$ cat config.mk
export PLATFORM = sky130hd
export DESIGN_NAME = execute_stage_md
export DESIGN_NICKNAME = d
export VERILOG_FILES = /design/src/rtl/exec_pkg.sv /design/src/rtl/muldiv_unit.sv /design/src/rtl/execute_stage_md.sv
export SDC_FILE = /design/constraint.sdc
export NUM_CORES = 2
export LEC_CHECK = 0
export ABC_CLOCK_PERIOD_IN_PS = 10940
export CAP_MARGIN = 25
export CORE_MARGIN = 2
export CORE_UTILIZATION = 45
export DETAILED_ROUTE_END_ITERATION = 12
export PLACE_DENSITY_LB_ADDON = 0.1
export SYNTH_ARGS = -nofsm -noshare
export SYNTH_HDL_FRONTEND = slang
export SYNTH_SLANG_ARGS = --single-unit
export TNS_END_PERCENT = 30
$ cat constraint.sdc
create_clock -name clk -period 10.94 [get_ports clk]
set_input_delay 2.188 -clock clk [delete_from_list [all_inputs] [get_ports clk]]
set_output_delay 2.188 -clock clk [all_outputs]
set_load 0.05 [all_outputs]
$ cat src/rtl/exec_pkg.sv
// rtl/exec_pkg.sv - shared encodings for the EX stage with RV32M multiply/divide
package exec_pkg;

    localparam logic [2:0] BR_BEQ  = 3'b000;
    localparam logic [2:0] BR_BNE  = 3'b001;
    localparam logic [2:0] BR_BLT  = 3'b100;
    localparam logic [2:0] BR_BGE  = 3'b101;
    localparam logic [2:0] BR_BLTU = 3'b110;
    localparam logic [2:0] BR_BGEU = 3'b111;

    localparam logic [2:0] MD_MUL    = 3'b000;
    localparam logic [2:0] MD_MULH   = 3'b001;
    localparam logic [2:0] MD_MULHSU = 3'b010;
    localparam logic [2:0] MD_MULHU  = 3'b011;
    localparam logic [2:0] MD_DIV    = 3'b100;
    localparam logic [2:0] MD_DIVU   = 3'b101;
    localparam logic [2:0] MD_REM    = 3'b110;
    localparam logic [2:0] MD_REMU   = 3'b111;

    localparam logic [1:0] FWD_REG = 2'b00;
    localparam logic [1:0] FWD_WB  = 2'b01;
    localparam logic [1:0] FWD_MEM = 2'b10;

    localparam logic [3:0] ALU_ADD  = 4'd0;
    localparam logic [3:0] ALU_SUB  = 4'd1;
    localparam logic [3:0] ALU_AND  = 4'd2;
    localparam logic [3:0] ALU_OR   = 4'd3;
    localparam logic [3:0] ALU_XOR  = 4'd4;
    localparam logic [3:0] ALU_SLT  = 4'd5;
    localparam logic [3:0] ALU_SLTU = 4'd6;
    localparam logic [3:0] ALU_SLL  = 4'd7;
    localparam logic [3:0] ALU_SRL  = 4'd8;
    localparam logic [3:0] ALU_SRA  = 4'd9;

    typedef enum logic [1:0] {IDLE, BUSY, DONE} md_state_t;

endpackage

$ cat src/rtl/muldiv_unit.sv
// rtl/muldiv_unit.sv - multi-cycle RV32M unit: operand latches, fixed-latency multiply, radix-2 divider
module muldiv_unit import exec_pkg::*; #(
    parameter int XLEN        = 32,
    parameter int MUL_LATENCY = 2,
    parameter int DIV_CYCLES  = XLEN
) (
    input  logic            clk,
    input  logic            rst,
    input  logic            start,
    input  logic            flush,
    input  logic [2:0]      op,
    input  logic [XLEN-1:0] a,
    input  logic [XLEN-1:0] b,
    output logic            busy,
    output logic            done,
    output logic [XLEN-1:0] result
);

    localparam int MAXN = (MUL_LATENCY > DIV_CYCLES) ? MUL_LATENCY : DIV_CYCLES;
    localparam int CW   = $clog2(MAXN + 1);

    md_state_t       state;
    logic [CW-1:0]   cnt;
    logic [2:0]      op_q;
    logic [XLEN-1:0] a_q, b_q, rem_q, quo_q, dvs_q;
    logic            go;

    assign go   = start & ~flush & (state == IDLE);
    assign busy = go | (state == BUSY);
    assign done = (state == DONE);

    // DIV/REM have funct3[0]=0; unsigned variants have it set
    logic            sgn_in, sgn_q;
    logic [XLEN-1:0] a_mag, b_mag;
    assign sgn_in = ~op[0];
    assign sgn_q  = ~op_q[0];
    assign a_mag  = (sgn_in & a[XLEN-1]) ? -a : a;
    assign b_mag  = (sgn_in & b[XLEN-1]) ? -b : b;

    logic [XLEN:0]   rem_sh;
    logic            q_bit;
    logic [XLEN-1:0] rem_nx, quo_nx, q_fix, r_fix;
    assign rem_sh = {rem_q, quo_q[XLEN-1]};
    assign q_bit  = (rem_sh >= {1'b0, dvs_q});
    assign rem_nx = q_bit ? XLEN'(rem_sh - {1'b0, dvs_q}) : rem_sh[XLEN-1:0];
    assign quo_nx = {quo_q[XLEN-2:0], q_bit};
    // -2^(XLEN-1)/-1 falls out naturally: magnitude 2^(XLEN-1), positive sign, remainder 0
    assign q_fix  = (sgn_q & (a_q[XLEN-1] ^ b_q[XLEN-1])) ? -quo_nx : quo_nx;
    assign r_fix  = (sgn_q & a_q[XLEN-1]) ? -rem_nx : rem_nx;

    logic [2*XLEN-1:0] ma, mb, prod;
    assign ma   = {{XLEN{(op_q != MD_MULHU) & a_q[XLEN-1]}}, a_q};
    assign mb   = {{XLEN{((op_q == MD_MUL) | (op_q == MD_MULH)) & b_q[XLEN-1]}}, b_q};
    assign prod = ma * mb;

    logic [XLEN-1:0] md_res;
    always_comb begin
        md_res = '0;
        case (op_q)
            MD_MUL:                       md_res = prod[XLEN-1:0];
            MD_MULH, MD_MULHSU, MD_MULHU: md_res = prod[2*XLEN-1:XLEN];
            MD_DIV, MD_DIVU:              md_res = (b_q == '0) ? '1 : q_fix;
            default:                      md_res = (b_q == '0) ? a_q : r_fix;
        endcase
    end

    always_ff @(posedge clk) begin
        if (rst) begin
            state  <= IDLE;
            cnt    <= '0;
            op_q   <= '0;
            a_q    <= '0;
            b_q    <= '0;
            rem_q  <= '0;
            quo_q  <= '0;
            dvs_q  <= '0;
            result <= '0;
        end else begin
            case (state)
                IDLE: if (go) begin
                    op_q  <= op;
                    a_q   <= a;
                    b_q   <= b;
                    rem_q <= '0;
                    quo_q <= a_mag;
                    dvs_q <= b_mag;
                    cnt   <= op[2] ? CW'(DIV_CYCLES - 1) : CW'(MUL_LATENCY - 1);
                    state <= BUSY;
                end
                BUSY: if (flush) begin
                    state <= IDLE;
                end else begin
                    if (op_q[2]) begin
                        rem_q <= rem_nx;
                        quo_q <= quo_nx;
                    end
                    if (cnt == '0) begin
                        result <= md_res;
                        state  <= DONE;
                    end else begin
                        cnt <= cnt - 1'b1;
                    end
                end
                default: state <= IDLE;
            endcase
        end
    end

endmodule

$ cat src/rtl/execute_stage_md.sv
// rtl/execute_stage_md.sv - EX stage: forwarding, ALU, branch/jump resolution, RV32M stall handshake
module execute_stage_md import exec_pkg::*; #(
    parameter int XLEN        = 32,
    parameter int MUL_LATENCY = 2,
    parameter int DIV_CYCLES  = XLEN
) (
    input  logic            clk,
    input  logic            rst,
    input  logic            validE,
    input  logic [XLEN-1:0] pcE,
    input  logic [XLEN-1:0] rd1E,
    input  logic [XLEN-1:0] rd2E,
    input  logic [XLEN-1:0] extImmE,
    input  logic [3:0]      aluControlE,
    input  logic            aluSrcE,
    input  logic            branchE,
    input  logic [2:0]      branchF3E,
    input  logic            jumpE,
    input  logic            jalrE,
    input  logic            mdE,
    input  logic [2:0]      mdF3E,
    input  logic [1:0]      forwardAE,
    input  logic [1:0]      forwardBE,
    input  logic [XLEN-1:0] aluResultM,
    input  logic [XLEN-1:0] resultW,
    input  logic            flushE,
    output logic [XLEN-1:0] resultE,
    output logic [XLEN-1:0] writeDataE,
    output logic [XLEN-1:0] targetE,
    output logic            pcSrcE,
    output logic            stallE
);

    localparam int SW = $clog2(XLEN);

    logic [XLEN-1:0] srcA, tmpB, srcB, alu_out, md_result;
    logic [SW-1:0]   shamt;
    logic            br_taken, md_busy, md_done;

    assign srcA = (forwardAE == FWD_MEM) ? aluResultM : (forwardAE == FWD_WB) ? resultW : rd1E;
    assign tmpB = (forwardBE == FWD_MEM) ? aluResultM : (forwardBE == FWD_WB) ? resultW : rd2E;
    assign srcB = aluSrcE ? extImmE : tmpB;
    assign writeDataE = tmpB;
    assign shamt = srcB[SW-1:0];

    always_comb begin
        alu_out = '0;
        case (aluControlE)
            ALU_ADD:  alu_out = srcA + srcB;
            ALU_SUB:  alu_out = srcA - srcB;
            ALU_AND:  alu_out = srcA & srcB;
            ALU_OR:   alu_out = srcA | srcB;
            ALU_XOR:  alu_out = srcA ^ srcB;
            ALU_SLT:  alu_out = {{(XLEN-1){1'b0}}, $signed(srcA) < $signed(srcB)};
            ALU_SLTU: alu_out = {{(XLEN-1){1'b0}}, srcA < srcB};
            ALU_SLL:  alu_out = srcA << shamt;
            ALU_SRL:  alu_out = srcA >> shamt;
            ALU_SRA:  alu_out = $signed(srcA) >>> shamt;
            default:  alu_out = '0;
        endcase
    end

    // Compare on the forwarded register operands, never on the immediate
    always_comb begin
        br_taken = 1'b0;
        case (branchF3E)
            BR_BEQ:  br_taken = (srcA == tmpB);
            BR_BNE:  br_taken = (srcA != tmpB);
            BR_BLT:  br_taken = ($signed(srcA) <  $signed(tmpB));
            BR_BGE:  br_taken = ($signed(srcA) >= $signed(tmpB));
            BR_BLTU: br_taken = (srcA <  tmpB);
            BR_BGEU: br_taken = (srcA >= tmpB);
            default: br_taken = 1'b0;
        endcase
    end

    assign targetE = (jumpE & jalrE) ? ((srcA + extImmE) & {{(XLEN-1){1'b1}}, 1'b0})
                                     : (pcE + extImmE);
    assign pcSrcE  = validE & ~flushE & ~mdE & (jumpE | (branchE & br_taken));

    muldiv_unit #(
        .XLEN        (XLEN),
        .MUL_LATENCY (MUL_LATENCY),
        .DIV_CYCLES  (DIV_CYCLES)
    ) u_muldiv (
        .clk    (clk),
        .rst    (rst),
        .start  (validE & mdE & ~flushE),
        .flush  (flushE),
        .op     (mdF3E),
        .a      (srcA),
        .b      (tmpB),
        .busy   (md_busy),
        .done   (md_done),
        .result (md_result)
    );

    assign resultE = md_done ? md_result : alu_out;
    assign stallE  = md_busy;

endmodule

==> impl_metrics.ini <==
[run_status]
outcome = finished clean

[power_and_ir_drop]
p_per_area_mw_per_mm2 = 68.5
swShare = 0.527
ir_drop_mv = 0.0744
internal-power_w = 0.00237
combPwrFrac = 0.661
p_sw_w = 0.00263
seqPwrFrac = 0.168
pwr-share-clk = 0.171
leakagePower_nw = 33.7

[logic_synthesis]
muxShareOfSynthArea = 0.0321
synth_xor_area_frac = 0.0362
ys_seq_elements = 202
synth-simple-area-share = 0.176
ys.flop_type = dfxtp_1
synth_warnings = 0
synth_nets = 10200
yosysTopAreaCell = fa_1
synthArstFlopShare = 0
synth_compound_area_frac = 0.158
synth-adder-area-share = 0.424
syn_area_mm2 = 0.0663
syn_area_per_cell_um2 = 7.87
synth_area_leaders = fa_1, ha_1, inv_1
ys_seq_area_frac = 0.0610
synth-edff-count = 0
yosysTopAreaCellShare = 0.341
synth_cell_types = 114
syn-instance-count = 8419
synth_top_family_by_area = adder cells

[floorplanning]
io_pins = 313
core_area_mm2 = 0.146
rows = 140
start_util = 0.454
die_area_mm2 = 0.150
die_x_um = 388
die_h_um = 388

[worst_setup_path]
arrival_ps = 8510
crit_chain = clkdlybuf4s50_1 > buf_4 > xor2_2 > buf_4 > o221ai_1 > ha_1 > o21a_1 > o2111ai_1 > a211oi_1 > o21ai_0 > a32oi_1 > a21oi_1 > o31ai_1 > buf_4 > a21o_1 > nand2_1 > o31ai_1 > a2111oi_0 > nor2_1 > buf_4
path_buf_inv = 5
cpLargestDelayFamily = compound AO/OA/AOI/OAI gates
critPathMostFrequentCell = buf_4
crit_path_start_kind = primary input
cp_max_fo = 24
reg2reg_from = u_muldiv.op_q[2]
r2r_setup_slack_ps = 760
worstReg2RegEnd = u_muldiv.result[31]
cp-end-kind = output port
crit_slowest_cell = clkdlybuf4s50_1
cp.required_ps = 8750
worstSetupPathType = primary input to output port
slowest_delay_ps = 620
reg2regPathDepth = 29

[global_route]
busiest_layer = met2
grt_pass1_wl_um = 424000
grt_max_degree = 78
grt_use_met3 = 0.0711
grt_overflow = 0
track_usage = 0.380
antenna_found_initial = 19
grt.met1_usage = 0.529
grt_pass1_vias = 61600
grt_util_met2 = 0.580

[finish]
final_area_mm2 = 0.0730
final_common_cell = inv_1
post-route-util = 0.500
drive_gt1_frac = 0.0625
final_cells = 10400
nFillCells = 14500
nets = 10300
area.growth.synth_to_final_pct = 10.1
multiInputGateArea_mm2 = 0.0549
layout_common_cells = inv_1, nand2_1, fa_1, nor2_1, a21oi_1
register_area_mm2 = 0.00405

[drt]
drcViolationCount = 0
drt-pass1-iter-count = 8
num_vias = 61800
detail-route-antenna-nets = 0
wirelength_um = 288000
wl_per_cell_um = 27.6
first_iter_violations = 5763
vias_per_cell = 5.93

[min_path]
whs_endpoint = u_muldiv.dvs_q[29]
min_path_type = register to register
hp-start = u_muldiv.dvs_q[29]
hold_depth = 2

[sta]
rsz0062_at_grt = no
period_needed_ps = 10700
slew_violations = 0
final_hold_viol_count = 0
timing.setup.tns_ps = 0
tightest_slew_ps = 1200
max-slew-margin-rel = 0.196
clock.fmax_mhz = 93.5
final.setup_skew_ps = 20.0
setup_viol_count_final = 0
fin_ws_ps = 240
min_period_over_period = 0.978

[clock_network]
cts_buffers = 23
hold_buffers = 0
clk_latency_ps = 540
clockBufferDepth = 3
cts_setup_buffers = 0
path_clk_slew_ps = 60
clockRootBuffer = clkbuf_16
cts_resized = 0
ctsHtreeMaxLevel = 1
cts_tree = yes
cts.sinks = 202

[place]
pre_cts_slack_ps = 569
port_buffers = 312
placed_area_mm2 = 0.0721
hpwl_um = 241000
dp.cells = 10400
place.gp.congestion = 1.02

[job]
drv_cap = 0
[cells by family after synthesis]
kind of cell | count (synthesis)
AND/OR/NAND/NOR | 2605
buffers and inverters | 1959
AO/OA/AOI/OAI | 1601
adder cells (fa/ha/maj) | 1571
XOR/XNOR | 274
multiplexers | 207
flip-flops | 202
[power by group through the flow]
| stage | Sequential, W | Clock, W | Combinational [W] |
|---|---|---|---|
| 6_report | 0.000840 | 0.000856 | 0.00330 |
| 5_1_grt | 0.000840 | 0.000880 | 0.00348 |
| 4_1_cts | 0.000839 | 0.000856 | 0.00322 |
| 3_5_place_dp | 0.000856 | 0 | 0.00320 |
| 3_3_place_gp | 0.000857 | 0 | 0.00320 |
| 2_1_floorplan | 0.000792 | 0 | 0.00195 |
[Yosys cell counts (31+ instances only)]
cell      number
a211oi_1     115
a21o_1        95
a21oi_1      454
a221oi_1      61
a31oi_1       55
and2_1       272
and3_1        33
buf_2         45
clkbuf_1     472
dfxtp_1      202
fa_1        1130
ha_1         441
inv_1       1397
mux2_2        43
mux2i_1      164
nand2_1     1281
nand2b_1      51
nand3_1       77
nand4_1       33
nor2_1       561
nor2b_1       42
nor3_1       106
nor4_1        32
o211ai_1      58
o21a_1        34
o21ai_0      325
o21ai_1       36
o31ai_1       31
or3_1         36
xnor2_1      186
xor2_1        88
[final cells by class]
cell class                      count  area share
Tap cell                         1917      0.0328
Clock buffer                       30     0.00865
Timing Repair Buffer              603      0.0766
Clock inverter                      7     0.00223
Multi-Input combinational cell   6258       0.752
Inverter                         1406      0.0723
Sequential cell                   202      0.0555
Antenna cell                        5    0.000171
[tightest hold or removal path: cells and delay by family, from the launching register on]
kind	cells	cell delay, ps
compound gates	1	50
flops	1	310
simple gates	1	50
[sequential cells by signal, summed over array words and instances (netlist names)]
signal,flops
u_muldiv.a_q,32
u_muldiv.dvs_q,32
u_muldiv.quo_q,32
u_muldiv.rem_q,32
u_muldiv.result,32
u_muldiv.b_q,31
u_muldiv.cnt,6
u_muldiv.op_q,3
u_muldiv.state,2
[through the flow]
| step | hold WS [ps] | total power, W |
|---|---|---|
| finish | 453 | 0.00500 |
| global placement | 442 | 0.00406 |
| detailed placement | 450 | 0.00405 |
| CTS | 457 | 0.00491 |
| global route | 482 | 0.00520 |
| floorplan | 425 | 0.00274 |
[worst max-delay path by stage]
stage	start	endpoint	slack (ps)	cells past startpoint
final	forwardAE[1]	resultE[28]	240	20
after global routing	forwardAE[1]	resultE[28]	150	20
after CTS	forwardAE[1]	resultE[28]	550	20
after detailed placement	forwardAE[1]	resultE[28]	570	20
after global placement	forwardAE[1]	resultE[28]	560	22
after floorplan	forwardBE[0]	resultE[29]	1370	22
[per-layer routing]
metal,wire [µm],vias to the layer above
met3,24400,512
li1,-,27100
met5,195,-
met2,126000,2787
met4,14400,12
met1,123000,31400
Power figures use the tool's default switching activity.
